$ cat src/rtl/jk_pkg.sv
// Shared definitions for the JK bank arbiter.
// JK op encodings and the arbiter FSM state type.
package jk_pkg;

  localparam logic [1:0] JK_HOLD = 2'b00;
  localparam logic [1:0] JK_CLR  = 2'b01;
  localparam logic [1:0] JK_SET  = 2'b10;
  localparam logic [1:0] JK_TGL  = 2'b11;

  typedef enum logic {
    IDLE = 1'b0,
    BUSY = 1'b1
  } state_t;

endpackage

$ cat src/rtl/jk_bank.sv
// W-bit bank of JK flip-flops with a shared apply enable.
// Each bit follows its own {j,k} op when en is high.
module jk_bank
  import jk_pkg::*;
#(
  parameter int W = 4
) (
  input  logic         clk,
  input  logic         reset,
  input  logic         en,
  input  logic [W-1:0] j,
  input  logic [W-1:0] k,
  output logic [W-1:0] q
);

  always_ff @(posedge clk or posedge reset) begin
    if (reset) begin
      q <= '0;
    end else if (en) begin
      for (int i = 0; i < W; i++) begin
        unique case ({j[i], k[i]})
          JK_HOLD: q[i] <= q[i];
          JK_CLR:  q[i] <= 1'b0;
          JK_SET:  q[i] <= 1'b1;
          JK_TGL:  q[i] <= ~q[i];
        endcase
      end
    end
  end

endmodule

$ cat src/rtl/jk_bank_arbiter.sv
// Round-robin arbiter sharing one JK bank among requesters.
// A granted command is applied cnt+1 times, then done pulses.
module jk_bank_arbiter
  import jk_pkg::*;
#(
  parameter int W       = 4,
  parameter int NUM_REQ = 2,
  parameter int CNT_W   = 3
) (
  input  logic                       clk,
  input  logic                       reset,
  input  logic [NUM_REQ-1:0]         req_valid,
  input  logic [NUM_REQ*W-1:0]       req_j,
  input  logic [NUM_REQ*W-1:0]       req_k,
  input  logic [NUM_REQ*CNT_W-1:0]   req_cnt,
  output logic [NUM_REQ-1:0]         req_ready,
  output logic [W-1:0]               q,
  output logic                       busy,
  output logic                       done,
  output logic [$clog2(NUM_REQ)-1:0] done_id
);

  localparam int IDW = $clog2(NUM_REQ);
  localparam int SW  = IDW + 1;

  state_t           state;
  logic [IDW-1:0]   rr_ptr;
  logic [IDW-1:0]   cur_id;
  logic [IDW-1:0]   gnt_idx;
  logic [IDW-1:0]   cand;
  logic [SW-1:0]    sum;
  logic             found;
  logic [W-1:0]     cmd_j;
  logic [W-1:0]     cmd_k;
  logic [CNT_W-1:0] remaining;
  logic [IDW-1:0]   next_ptr;

  // Search upward from rr_ptr with wrap for the first valid.
  always_comb begin
    found   = 1'b0;
    gnt_idx = '0;
    sum     = '0;
    cand    = '0;
    for (int i = 0; i < NUM_REQ; i++) begin
      sum = {1'b0, rr_ptr} + SW'(i);
      if (sum >= SW'(NUM_REQ)) begin
        sum = sum - SW'(NUM_REQ);
      end
      cand = sum[IDW-1:0];
      if (!found && req_valid[cand]) begin
        found   = 1'b1;
        gnt_idx = cand;
      end
    end
  end

  always_comb begin
    req_ready = '0;
    if (!reset && state == IDLE && found) begin
      req_ready[gnt_idx] = 1'b1;
    end
  end

  assign next_ptr = (cur_id == IDW'(NUM_REQ - 1))
                  ? '0 : cur_id + IDW'(1);

  always_ff @(posedge clk or posedge reset) begin
    if (reset) begin
      state     <= IDLE;
      rr_ptr    <= '0;
      cur_id    <= '0;
      cmd_j     <= '0;
      cmd_k     <= '0;
      remaining <= '0;
      busy      <= 1'b0;
      done      <= 1'b0;
      done_id   <= '0;
    end else begin
      done <= 1'b0;
      unique case (state)
        IDLE: begin
          if (found) begin
            cmd_j     <= req_j[gnt_idx*W +: W];
            cmd_k     <= req_k[gnt_idx*W +: W];
            remaining <= req_cnt[gnt_idx*CNT_W +: CNT_W];
            cur_id    <= gnt_idx;
            busy      <= 1'b1;
            state     <= BUSY;
          end
        end
        BUSY: begin
          if (remaining == '0) begin
            state   <= IDLE;
            busy    <= 1'b0;
            done    <= 1'b1;
            done_id <= cur_id;
            rr_ptr  <= next_ptr;
          end else begin
            remaining <= remaining - CNT_W'(1);
          end
        end
        default: state <= IDLE;
      endcase
    end
  end

  jk_bank #(.W(W)) u_bank (
    .clk   (clk),
    .reset (reset),
    .en    (state == BUSY),
    .j     (cmd_j),
    .k     (cmd_k),
    .q     (q)
  );

endmodule

$ cat config.mk
export PLATFORM = sky130hd
export DESIGN_NAME = jk_bank_arbiter
export DESIGN_NICKNAME = d
export VERILOG_FILES = /design/src/rtl/jk_pkg.sv /design/src/rtl/jk_bank.sv /design/src/rtl/jk_bank_arbiter.sv
export SDC_FILE = /design/constraint.sdc
export NUM_CORES = 1
export LEC_CHECK = 0
export CORE_MARGIN = 1
export CORE_UTILIZATION = 44
export DETAILED_ROUTE_END_ITERATION = 12
export HOLD_SLACK_MARGIN = 0.05
export PLACE_DENSITY = 0.81
export SKIP_CTS_REPAIR_TIMING = 1
export SLEW_MARGIN = 20
export SYNTH_ARGS = -nofsm -noshare
export SYNTH_HDL_FRONTEND = slang
export SYNTH_SLANG_ARGS = --single-unit
$ cat constraint.sdc
create_clock -name clk -period 2.4 [get_ports clk]
set_input_delay 0.48 -clock clk [delete_from_list [all_inputs] [get_ports clk]]
set_output_delay 0.48 -clock clk [all_outputs]
set_load 0.1 [all_outputs]
# Yosys cells after proc, flatten, opt, wreduce, memory -nomap -nowiden
# Index checks and enable logic that the tools add are counted.
# classes
mux,29
n_mul,1
add_sub_neg,5
shift,3
order_cmp,6
n_reduce_logical,19
bitwise_logic,9
n_div,0
eq_ne,15
# ops
operator,n
$mux 1,18
$eq 2x2->1 const B,8
$reduce_and 2->1,8
$shiftx 8x4->4,2
$pmux 1 s3,4
$not 1->1,9
$eq 2x1->1 const B,4
$logic_not 2->1,4
$lt 1x2->1 const B,3
$mux 3,2
$pmux 3 s2,1
$shiftx 6x4->3,1
$logic_and 1x1->1,4
$ne 2x2->1 const B,2
$pmux 1 s2,2
$logic_not 3->1,1
$mul 1x2->3 const B,1
$sub 3x1->3 const B,1
$add 1x1->2 const B,1
$ge 1x2->1 const B,1
$ge 2x2->1 const B,1
$logic_not 1->1,2
$mux 2,1
$ne 2x1->1 const B,1
4 further kinds,5
# word_totals
register_bits,21
elab_cells,100
in_bits,26
latchBits,0
output_inout_bits,9
memories,0
mem_bits_ro,0
mem_bits_rw,0

# Longest topological paths before layout
# Gate-level depths: netlist of run 1.
# logic_depth
ltp_word,13
depth_mapped,7
mapped_depth_nobuf,6

# Cells and area by module
# Synthesis of run 1 repeated with hierarchy kept, for this count alone.
# unflattened
hier_cells,96
hier_area_um2,1027.2
# modules_own_cells
module,seq_area_each_um2,cells_per_inst,area_per_inst_um2,instances
jk_bank_arbiter,425.4,82,873.3,1
jk_bank,100.1,14,153.9,1

# Worst setup path before layout of run 1
# Ideal clock, no wire load.
# synth_timing
kind,input -> output
start,input req_valid[0]
end,output req_ready[1]
n_path_buf,1
path_stages,4
required_time_ns,1.920
path_slack_ns,-0.934
arrival_time_ns,2.854
cell_sequence,inv_1 -> o21ai_4 -> buf_4 -> nor3_1
# synth_between
elab_chain_len,11
word_cells_on_any_way,17
classes_between,order compare (2); mux (11); reduce/logical (4)
# synth_lines
element,line_no,text
"start, declared",jk_bank_arbiter.sv:12,"input logic [NUM_REQ-1:0] req_valid,"
$mux 1 (not written as such) (2 in series),jk_bank_arbiter.sv:50,if (!found && req_valid[cand]) begin
$mux 1,jk_bank_arbiter.sv:50,
$logic_not 1->1,jk_bank_arbiter.sv:50,
$logic_and 1x1->1,jk_bank_arbiter.sv:50,
$mux 1,jk_bank_arbiter.sv:50,
$lt 1x2->1 (not written as such) or $ge 1x1->1 (tied branches),jk_bank_arbiter.sv:60,req_ready[gnt_idx] = 1'b1;
$logic_and 1x1->1 (not written as such),jk_bank_arbiter.sv:60,
$mux 1 (not written as such),jk_bank_arbiter.sv:60,
$demux 1 s1,jk_bank_arbiter.sv:60,
$mux 2 *,jk_bank_arbiter.sv:59,if (!reset && state == IDLE && found) begin
"end, declared",jk_bank_arbiter.sv:16,"output logic [NUM_REQ-1:0] req_ready,"
# Mark *: on every way between the ends. The rest lies on a longest branch, timed or not. The select of a mux whose other input is x is not followed.

# Worst setup path after layout of run 1
# layout_timing
start,input req_valid[1]
end,output req_ready[0]
# The elaborated chain is that of the path after synthesis.

==> results of run 1 <==
[cell families (layout without fill, tap and decap cells)]
family,Yosys count,count (layout),share of synthesized area [%]
AOI/OAI and AO/OA,26,26,15.0
DFF,21,21,52.8
and+or+nand+nor,20,20,11.4
muxes,12,12,12.2
buffers and inverters,11,49,6.04
adders and majority gates,2,2,2.52
[power by group through the flow]
stage / logic (mW) / clock network [mW] / registers [mW]
after CTS: 1.07 / 0.176 / 0.629
final: 1.06 / 0.166 / 0.629
after global routing: 1.13 / 0.190 / 0.653
after detailed placement: 1.07 / 0 / 0.636
after global placement: 1.03 / 0 / 0.628
after floorplan: 0.412 / 0 / 1.04
[sequential cells by signal (all words and copies together), names as in the netlist, 3 cells and up]
signal	count
remaining	3
cmd_j	4
cmd_k	4
u_bank.q	4
[worst max-delay path, cell delays in order]
cell	delay, ns
clkdlybuf4s50_1	0.52
nor3_1	0.09
or2_1	0.26
nor3b_4	0.22
buf_12	0.20
[per-stage QoR]
| step | area, um2 | std cells |
|---|---|---|
| after floorplan | 1010 | 92 |
| after global placement | 1380 | 153 |
| after detailed placement | 1380 | 153 |
| after CTS | 1410 | 157 |
| after global routing | 1410 | 157 |
| final | 1410 | 157 |
[cell usage after synthesis (all sizes together)]
cell type,count,share of area (%)
a21oi,7,3.5
a31oi,4,2.5
and3b,1,0.88
buf,4,3.4
clkbuf,1,0.38
dfrtp,21,53
ha,2,2.5
inv,6,2.3
mux2,1,1.1
mux2i,11,11
nand2,9,3.4
nor2,1,0.38
nor2b,1,0.63
nor3,2,1.0
nor3b,3,2.8
o211ai,1,0.75
o21ai,14,8.2
or2,2,1.3
or4bb,1,1.1
[worst max-delay path by stage]
stage,from,end,depth (start not counted)
floorplan,req_valid[0],req_ready[1],4
global placement,req_valid[1],req_ready[0],5
detailed placement,req_valid[1],req_ready[0],5
CTS,req_valid[1],req_ready[0],5
global route,req_valid[1],req_ready[0],5
finish,req_valid[1],req_ready[0],5
[final cells by class]
| class | instances | share of cell area (%) |
|---|---|---|
| Clock buffer | 4 | 1.87 |
| Inverter | 6 | 1.60 |
| Multi-Input combinational cell | 60 | 29.8 |
| Sequential cell | 21 | 37.3 |
| Tap cell | 27 | 2.40 |
| Timing Repair Buffer | 39 | 27.0 |
[metal layers]
metal  vias up  part of all wire (%)  GRT usage (%)
met3         4                   5.3           4.94
met4         0                   1.8           11.4
li1        396                     -              -
met5         -                     0              0
met2        29                    49           32.9
met1       397                    43           22.2
==> results.toml, run 1 <==
[flow_run]
max_cap_violations = 0

[final_layout]
drive_gt1_share_pct = 16.2
finalNetCount = 159
final_cell_mix = "clkdlybuf4s50_1, dfrtp_1, buf_4"
area_growth_pct = 41.6
diodes = 0
final_common_cell = "clkdlybuf4s50_1"
multiInputGateArea_um2 = 420
seqCellArea_um2 = 526
fillCellCount = 168
final_core_util_pct = 69.0

[worst_setup_path]
end_kind = "output port"
reg2reg_slack_ns = 0.84
rr_worst_depth = 6
crit_path_max_fanout = 3
crit_arrival_ns = 1.78
timing.rr.start = "remaining[0]"
start_kind = "input pin"
r2r_end = "remaining[1]"
worstSetupPathType = "in -> out"
critPathRequiredTime_ns = 1.92

[power_and_ir_drop]
p_sw_share_pct = 50.5
irDropWorstVdd_uv = 1060
p_total_mw = 1.85
p_int_mw = 0.916
p_leak_nw = 0.650
power_density_nw_per_um2 = 1310
clkPwrFrac_pct = 9.0
pwr-share-seq_pct = 34.0
p_sw_mw = 0.936
p_comb_share_pct = 57.1

[synthesis]
synthesis.area_um2 = 995
synth_cells = 92
seq_area_frac_synth_pct = 52.8
syn_area_per_cell_um2 = 10.8
synth_cell_types = 23
ys_warn_count = 0
ys_ff_latch = 21
syn-num-nets = 120

[sta]
rsz0062_at_grt = "false"
fin_crit_ns = 2.26
whs_ns = 0.461
finalHoldViolCount = 0
setup_violations = 0
drv_slew = 0
setup_slack_ns = 0.140
skew_ns = 0.00166
period_share_pct = 94.2
tightest_slew_ns = 0.330
max_freq_mhz = 442
finalSetupTns_ns = 0
relSlewSlack_pct = 77.8

[detailed_routing]
drt-wirelength-per-cell_um = 13.1
drt-initial-drc-count = 3
routed_wl_um = 2060
dr.pass1.iters = 3
drtAntennaViolNets = 0
vias = 826
drc = 0
avgViaCountPerCell = 5.26

[clock_tree]
clock_path_buffers = 2
cts.sinks = 21
htree_levels = 1
root_buffer = "clkbuf_4"
tritoncts = "done"
cts_inserted_buffers = 3
path_clk_slew_ns = 0.11
clk_latency_ns = 0.30

[floorplan]
die_w_um = 49.5
initial_utilization_pct = 48.7
rows = 16
core_um2 = 2040
die_area_um2 = 2450
fp.dieH_um = 49.5
io_pins = 35

[place]
gp_congestion = 0.763
pre_cts_ws_ns = 0.144
port_buffers = 34
hpwl_um = 1580

[hold_path]
min_to = "u_bank.q[3]"
hp-class = "reg -> reg"
min_path_cells = 1
min_from = "cmd_k[3]"

[global_route]
grt_usage_pct = 19.6
grt_max_degree = 22
grt.overflow.total = 0
grt_first_pass_wirelength_um = 3460
grt_pass1_vias = 834
antenna_found_initial = 0

[outcome]
status = "finished clean"
No activity file was read; power rests on OpenSTA's default activity.
==> run 2, diff against run 1 <==
clock period = 2.7 ns   (was 2.4 ns; I/O delays follow)
==> run 2 against run 1 <==
  * Count of clock-buffer cells in the layout decreased by 1
  * Largest power group unchanged
  * Clock power fell by 12%
  * Setup slack gained 0.15 ns
  * Critical path depth stayed put
==> results.toml, run 2 (synthesized netlist as in run 1, its figures left out) <==
[worst_setup_path]
timing.rr.start = "state"
rr_worst_depth = 5
reg2reg_slack_ns = 1.10
worstSetupPathType = "in -> out"
crit_path_max_fanout = 3
end_kind = "output port"
critPathCapture = "req_ready[0]"
startpoint = "req_valid[1]"
critPathRequiredTime_ns = 2.16
r2r_end = "remaining[2]"
crit_arrival_ns = 1.87
start_kind = "input pin"

[floorplan]
initial_utilization_pct = 48.7
io_pins = 35
fp.dieH_um = 49.5
core_um2 = 2040
die_w_um = 49.5
die_area_um2 = 2450
rows = 16

[global_route]
antenna_found_initial = 0
grt_usage_pct = 18.2
grt.overflow.total = 0
grt_max_degree = 22
grt_pass1_vias = 817
grt_first_pass_wirelength_um = 3380

[final_layout]
stdcell_count = 156
area_growth_pct = 41.0
final_cell_mix = "clkdlybuf4s50_1, dfrtp_1, mux2i_1, o21ai_1, buf_4"
diodes = 0
drive_gt1_share_pct = 16.3
largest_registers = "cmd_j (4), cmd_k (4), u_bank.q (4)"
final_common_cell = "clkdlybuf4s50_1"
finalNetCount = 158
fillCellCount = 192
final_core_util_pct = 68.7

[clock_tree]
clock_path_buffers = 2
root_buffer = "clkbuf_4"
tritoncts = "done"
htree_levels = 1
path_clk_slew_ns = 0.11
cts.sinks = 21
cts_inserted_buffers = 3
clk_latency_ns = 0.30

[power_and_ir_drop]
p_leak_nw = 0.648
p_total_mw = 1.64
irDropWorstVdd_uv = 884
power_density_nw_per_um2 = 1170

[sta]
finalSetupTns_ns = 0
setup_violations = 0
finalHoldViolCount = 0
rsz0062_at_grt = "false"
skew_ns = 0.00684
fin_crit_ns = 2.41
max_freq_mhz = 416
tightest_slew_ns = 0.781
drv_slew = 0
period_share_pct = 89.1
relSlewSlack_pct = 47.9

[detailed_routing]
routed_wl_um = 1980
drc = 0
avgViaCountPerCell = 5.13
drtAntennaViolNets = 0
vias = 800
dr.pass1.iters = 3
drt-initial-drc-count = 2
drt-wirelength-per-cell_um = 12.7

[place]
port_buffers = 34
placed_cells = 152
hpwl_um = 1500
gp_congestion = 0.760

[flow_run]
max_cap_violations = 0

[outcome]
status = "finished clean"

[hold_path]
hp-class = "reg -> reg"
run 2: cell types whose count changed in the layout (fill, tap and decap cells not counted), sizes merged:
cell / before / now
buf: 14 / 13
clkbuf: 4 / 3
clkinv: 0 / 1
run 2: where the power goes:
part	switching, mW	internal, mW	leakage (nW)
combinational	0.647	0.288	0.380
clock	0.0911	0.0551	0.0177
sequential	0.0920	0.467	0.250
run 2: how the worst min path moves through the flow:
| stage | slack, ns | to | start | cells after the start |
|---|---|---|---|---|
| global placement | 0.43 | u_bank.q[0] | cmd_k[0] | 1 |
| finish | 0.46 | u_bank.q[2] | cmd_k[2] | 1 |
| CTS | 0.47 | u_bank.q[1] | cmd_k[1] | 1 |
| floorplan | 0.43 | u_bank.q[0] | cmd_k[0] | 1 |
| detailed placement | 0.45 | u_bank.q[1] | cmd_k[1] | 1 |
| global route | 0.49 | u_bank.q[2] | cmd_k[2] | 1 |
run 2: through the flow:
step                      area, um2  hold WS, ns  setup WS, ns
after detailed placement       1380        0.451         0.302
after global placement         1380        0.434         0.332
after CTS                      1400        0.468         0.293
after floorplan                1010        0.427         0.113
after global routing           1400        0.490         0.259
final                          1400        0.463         0.294
run 2: critical path: stages:
cell	delay, ns
clkdlybuf4s50_1	0.53
nor3_1	0.09
or2_1	0.27
nor3b_4	0.23
buf_12	0.20
run 2: layout make-up:
| cell class | instances | area, um2 | share of cell area (%) |
|---|---|---|---|
| inverter | 6 | 22.5 | 1.61 |
| tap | 27 | 33.8 | 2.41 |
| timing repair buffer | 38 | 373 | 26.6 |
| clock inverter | 1 | 5.00 | 0.357 |
| clock buffer | 3 | 22.5 | 1.61 |
| sequential | 21 | 526 | 37.5 |
| multi-input combinational | 60 | 420 | 30.0 |
run 2: layer usage:
| layer | part of all wire (%) | global-route usage (%) | wire length (um) |
|---|---|---|---|
| met1 | 43 | 21.1 | 858 |
| met3 | 6.4 | 4.32 | 126 |
| met2 | 50 | 32.7 | 992 |
| met4 | 0 | 5.71 | 0 |
| met5 | 0 | 0 | 0 |
